`src/rtl/iir_inv_if.sv`:
```
// Sample handshake bundle for iir_inv: filtered samples in, recovered samples out.
interface iir_inv_if;
   logic               in_valid;
   logic signed [15:0] y_in;
   logic               in_ready;
   logic signed [15:0] x_out;
   logic               out_valid;
   logic               out_ready;

   // master: the side that feeds y_in and drains x_out
   modport master (output in_valid, y_in, out_ready,
                   input  in_ready, x_out, out_valid);
   // slave: the filter inverter itself
   modport slave  (input  in_valid, y_in, out_ready,
                   output in_ready, x_out, out_valid);
endinterface

```
`src/rtl/iir_inv.sv`:
```
// iir_inv: recovers x[n] from y[n] = b1*(x[n]+x[n-1]) + B3*y[n-2].
// One sample at a time through IDLE -> MUL1 -> MUL2 -> HOLD; each
// multiply gets its own cycle and every intermediate result saturates.
module iir_inv #(
   parameter logic signed [15:0] B3        = 16'sd31834, // Q15 feedback on y[n-2]
   parameter logic signed [15:0] KINV      = 16'sd20327, // Q12 reciprocal of b1
   parameter int                 KINV_FRAC = 12
) (
   input  logic      clk,
   input  logic      reset,   // async, active low
   input  logic      flush,
   iir_inv_if.slave  bus
);

   typedef enum logic [1:0] {IDLE, MUL1, MUL2, HOLD} state_t;

   state_t             state, state_nxt;
   logic signed [15:0] y_cap;            // sample accepted in IDLE
   logic signed [15:0] y_d1, y_d2, x_d1; // filter history
   logic signed [15:0] t1;               // y[n] - B3*y[n-2], saturated
   logic signed [15:0] x_q;

   logic signed [31:0] fb_prod, k_prod;
   logic signed [16:0] fb_diff;
   logic signed [32:0] x_diff;

   // Clamp a wide signed value into 16 bits; never wrap.
   function automatic logic signed [15:0] sat16(input logic signed [32:0] v);
      if (v > 33'sd32767)       return 16'sh7fff;
      else if (v < -33'sd32768) return 16'sh8000;
      else                      return v[15:0];
   endfunction

   // Full-precision products, then arithmetic (floor) shifts.
   always_comb begin
      fb_prod = 32'(B3) * 32'(y_d2);
      fb_diff = 17'(y_cap) - 17'(fb_prod >>> 15);
      k_prod  = 32'(KINV) * 32'(t1);
      x_diff  = 33'(k_prod >>> KINV_FRAC) - 33'(x_d1);
   end

   // State register.
   always_ff @(posedge clk or negedge reset) begin
      if (!reset) state <= IDLE;
      else        state <= state_nxt;
   end

   // Next state; flush overrides every transition.
   always_comb begin
      state_nxt = state;
      if (flush) state_nxt = IDLE;
      else begin
         case (state)
            IDLE: if (bus.in_valid) state_nxt = MUL1;
            MUL1: state_nxt = MUL2;
            MUL2: state_nxt = HOLD;
            HOLD: if (bus.out_ready) state_nxt = IDLE;
            default: state_nxt = IDLE;
         endcase
      end
   end

   assign bus.in_ready  = (state == IDLE);
   assign bus.out_valid = (state == HOLD);
   assign bus.x_out     = x_q;

   // Datapath: capture, two multiply stages, history update with the result.
   // Flush wipes history but leaves the last output visible on x_out.
   always_ff @(posedge clk or negedge reset) begin
      if (!reset) begin
         y_cap <= '0;
         y_d1  <= '0;
         y_d2  <= '0;
         x_d1  <= '0;
         t1    <= '0;
         x_q   <= '0;
      end else if (flush) begin
         y_d1  <= '0;
         y_d2  <= '0;
         x_d1  <= '0;
         t1    <= '0;
      end else begin
         case (state)
            IDLE: if (bus.in_valid) y_cap <= bus.y_in;
            MUL1: t1 <= sat16(33'(fb_diff));
            MUL2: begin
               x_q  <= sat16(x_diff);
               x_d1 <= sat16(x_diff);
               y_d2 <= y_d1;
               y_d1 <= y_cap;
            end
            default: ;
         endcase
      end
   end

endmodule

```
`src/flat_wrapper.sv`:
```
// flat-port wrapper written by rule: the top's interface ports become plain ports
module iir_inv_flat 
#(
   parameter logic signed [15:0] B3        = 16'sd31834,                          
   parameter logic signed [15:0] KINV      = 16'sd20327,                        
   parameter int                 KINV_FRAC = 12
)
  (clk, reset, flush, bus_in_valid, bus_y_in, bus_out_ready, bus_in_ready, bus_x_out, bus_out_valid);
  iir_inv_if bus_i ();
  input  logic clk;
  input  logic reset;
  input  logic flush;
  input wire logic [$bits(bus_i.in_valid)-1:0] bus_in_valid;
  input wire logic [$bits(bus_i.y_in)-1:0] bus_y_in;
  input wire logic [$bits(bus_i.out_ready)-1:0] bus_out_ready;
  output wire logic [$bits(bus_i.in_ready)-1:0] bus_in_ready;
  output wire logic [$bits(bus_i.x_out)-1:0] bus_x_out;
  output wire logic [$bits(bus_i.out_valid)-1:0] bus_out_valid;
  assign bus_i.in_valid = bus_in_valid;
  assign bus_i.y_in = bus_y_in;
  assign bus_i.out_ready = bus_out_ready;
  assign bus_in_ready = bus_i.in_ready;
  assign bus_x_out = bus_i.x_out;
  assign bus_out_valid = bus_i.out_valid;
  iir_inv #(.B3(B3), .KINV(KINV), .KINV_FRAC(KINV_FRAC)) u_core (.clk(clk), .reset(reset), .flush(flush), .bus(bus_i));
endmodule
```
`config.mk`:
```
export PLATFORM = sky130hd
export DESIGN_NAME = iir_inv_flat
export DESIGN_NICKNAME = d
export VERILOG_FILES = /design/src/rtl/iir_inv_if.sv /design/src/rtl/iir_inv.sv /design/src/flat_wrapper.sv
export SDC_FILE = /design/constraint.sdc
export NUM_CORES = 1
export LEC_CHECK = 0
export CAP_MARGIN = 20
export CORE_ASPECT_RATIO = 2
export CORE_MARGIN = 3
export CORE_UTILIZATION = 35
export CTS_CLUSTER_DIAMETER = 60
export DETAILED_ROUTE_END_ITERATION = 7
export PLACE_DENSITY = 0.48
export SYNTH_ARGS = -nofsm -noshare
export SYNTH_HDL_FRONTEND = slang
export SYNTH_SLANG_ARGS = --single-unit
```
`constraint.sdc`:
```
create_clock -name clk -period 10 [get_ports clk]
set_input_delay 2 -clock clk [delete_from_list [all_inputs] [get_ports clk]]
set_output_delay 2 -clock clk [all_outputs]
set_load 0.02 [all_outputs]
```
==> metrics.md <==
| Metric | Value |
|---|---|
| Iter 0 DRT Violations | `roughly 370` |
| RSZ-0062 raised after global routing | `no` |
| Data required time at the worst endpoint | `just over 10 ns` |
| Simple-Gate Fraction of Synth Area | `around 7.7%` |
| Final nets | `~2,000` |
| Proportion of synthesized flip-flops having asynchronous set or reset | `100%` |
| Post-Synth Adder-Cell Area | `a little under 50%` |
| Critical Path End Type | `register` |
| Die height | `between 200 and 300 um` |
| Most common cell on crit path | `fa_1` |
| Post-cts sizing count | `0` |
| Register bit total from synthesis | `just under 100` |
| Worst min-delay path startpoint | `u_core.x_d1[13]` |
| Post-synthesis sequential area ratio | `approximately 16%` |
| Global-route wire length before repair | `about 64,000 um` |
| Pin count of the biggest net entering global routing | `58` |
| HPWL after detailed placement | `35,500 um` |
| Quantity of hold-fixing buffers added after cts | `0` |
| Post-CTS Setup Bufs | `0` |
| Warnings, synthesis | `0` |
| Number of distinct standard cells referenced by the synthesized netlist | `87` |
| Count of max-cap constraint violations | `0` |
| Maximum fanout encountered on the critical timing path | `10` |
| # DRC | `0` |
| CP Class | `register to register` |
| CTS clock-pin slew for the worst setup and hold paths | `0.08 ns` |
| Highest achievable clock rate | `between 100 and 150 MHz` |
| Prevailing post-synth register cell | `dfrtp_1` |
| Headroom to the max-slew limit | `between 30% and 40%` |
| Number of H-tree branching levels | `3` |
| Number of placement rows | `106` |
| Overall die area | `between 40,000 and 50,000 um2` |
| Mean cell area of the mapped netlist | `approximately 10 um2` |
| Total GRT Usage | `a little under a fifth` |
| Max stage delay cell, worst path | `fa_1` |
| Count of pins over their slew limit | `0` |
| Run status | `finished, final reports clean` |
| Post-route fraction of the period consumed by the critical path | `87.7%` |
| Final setup violation count | `0` |
| Antenna violations before repair | `0` |
| Synth Net Count | `1,973` |
| Via count of the first global-routing pass | `between 10,000 and 15,000` |
| Worst-margin pin slew | `between 1 and 1.5 ns` |
| Count of endpoints failing hold in the final timing report | `0` |
| Netlist area before placement | `15,100 um2` |
| Launching instance or port of the critical path | `u_core.t1[1]` |
| Xor and xnor fraction of the mapped netlist area | `under 10%` |
| Initial Utilization | `approximately 36%` |
| Grt total ovfl | `0` |
| Buffering stage count on the worst path with inverters included | `4` |
| Per-cell via count in the routed design | `between 5 and 6` |
| Number of enable-type register cells in the synthesized netlist | `0` |
| Top cells by area, synth | `fa_1, ha_1, dfrtp_1, inv_1, xnor2_1` |
| Vias | `between 10,000 and 15,000` |
| Placer Congestion | `around 0.9` |
| Worst setup SP type | `register` |
| Tmin final | `about 8.8 ns` |
| Number of CTS-inserted buffers | `9` |
| Avg WL per Cell | `a little under 20 um` |
| Root buffer cell | `clkbuf_16` |
| Hold Crit Class | `register to register` |
| Synthesized-area fraction occupied by ao, oa, aoi and oai cells | `between 10% and 20%` |
| Fraction of final layout cells with drive strength greater than 1 | `slightly above 6%` |
| Buffer depth of the longest clock path | `2` |
| Iteration count of the initial detailed-routing pass | `4` |
| Number of primary I/O pins | `39` |
| Mux share of post-synthesis cell area | `approximately 3.8%` |
| Std-Cell Core Area | `between 40,000 and 50,000 um2` |
| Accumulated negative setup slack | `0 ns` |
| Dominant combinational cell family by area after synthesis | `adder cells` |
| Area overhead of the layout relative to synthesis | `8.79%` |
| Max Clock Skew | `~0.012 ns` |
| Diode count | `0` |
| Reg2reg start | `u_core.t1[1]` |
| Number of input and output port buffers inserted | `38` |
| Largest delay share family, worst path | `adder cells` |
| Arrival time of data at the critical path endpoint | `around 9 ns` |
| Area share of the largest cell type after synthesis | `25.0%` |
| Worst-case hold slack | `slightly below 0.5 ns` |
| Clock tree from TritonCTS | `yes` |
| Number of routed nets with antenna violations | `0` |
| Worst-skew pair later-pin latency | `between 0.3 and 0.4 ns` |
| Cell taking the most area after synthesis | `fa_1` |
| Routed wire length | `slightly above 40,000 um` |
| Cell count after synthesis | `1,487` |
| Die span in x | `~150 um` |
| Number of sinks on the clock net | `98` |
| Crit path largest cell delay | `about 0.59 ns` |
==> final timing paths <==
| kind | cells after the start | slack [ns] | endpoint |
|---|---|---|---|
| max | 30 | 1.23 | u_core.x_d1[12] |
| min | 1 | 0.49 | u_core.x_d1[13] |
| max reg2reg | 30 | 1.23 | u_core.x_d1[12] |
| min reg2reg | 1 | 0.49 | u_core.x_d1[13] |
| max in group asynchronous | 2 | 7.14 | u_core.y_d2[14] |
| min in group asynchronous | 1 | 1.60 | u_core.y_cap[1] |
==> through the flow <==
step	worst slack, ns	area, um2	cells	util (%)
floorplan	1.95	15100	1487	-
global placement	1.21	16100	2052	38.1
detailed placement	1.15	16100	2052	38.1
CTS	1.12	16400	2068	38.8
global route	0.665	16400	2068	38.8
finish	1.23	16400	2068	38.8
==> routing by layer <==
layer / vias up / global-route usage [%] / share of wire (%)
li1: 4995 / - / -
met1: 5119 / 16.9 / 33
met2: 156 / 37.7 / 59
met3: 82 / 1.39 / 1.3
met4: 0 / 11.2 / 7.2
met5: - / 0 / 0
==> synth_stat cells, drive strengths merged (3+ instances only) <==
master  number
nor3b        3
a21boi       3
fa         188
o21bai       4
a221o       13
nand2       40
a21oi       59
clkbuf      16
o31a         5
nor4         3
nor3        15
dfrtp       98
and2         3
xnor2       48
o21a        16
mux2i       37
a22o         5
buf          7
a221oi       3
a211o        4
a21o        46
nand2b      14
nand3       11
o211ai       6
or3          5
nand4        9
nor2b       11
ha         277
a211oi      15
o21ai       40
inv        307
nor2        86
xor2        23
a31oi        6
or2          9
and3         5
mux2        17
==> area by class of cell <==
type	count	area (um2)
sequential	98	2450
clock buffer	11	243
clock inverter	5	60.1
tap	540	676
inverter	307	1150
timing repair buffer	48	448
fill	4263	25800
multi-input combinational	1059	11300
==> placed cells by master, fill, tap and decap left out, types with 13 or more instances in the layout <==
master	instances
o21ai_0	37
nor3_1	13
inv_1	307
mux2_2	16
xnor2_1	48
mux2i_1	37
clkdlybuf4s50_1	36
fa_1	188
a21o_1	43
xor2_1	22
a211oi_1	13
o21a_1	16
nand2_1	39
nand2b_1	14
a21oi_1	57
dfrtp_1	98
ha_1	276
nor2_1	85
==> cell families (layout without fill, tap and decap cells) <==
logic type	Yosys count	in the layout
mux	54	54
simple gates	224	224
compound gates	244	244
xor+xnor	71	71
buf+inv	330	371
fa+ha+maj	466	466
flops	98	98
==> state kept, by name, indices dropped and copies added, names as in the netlist <==
register          count
u_core.y_d2          16
u_core.y_d1          16
u_core.state          2
u_core.t1            16
u_core.bus.x_out     16
u_core.x_d1          16
u_core.y_cap         16
Power is left out: the tool's default activity adds up to more than one toggle a clock period on the data nets, which glitch-free logic cannot reach.
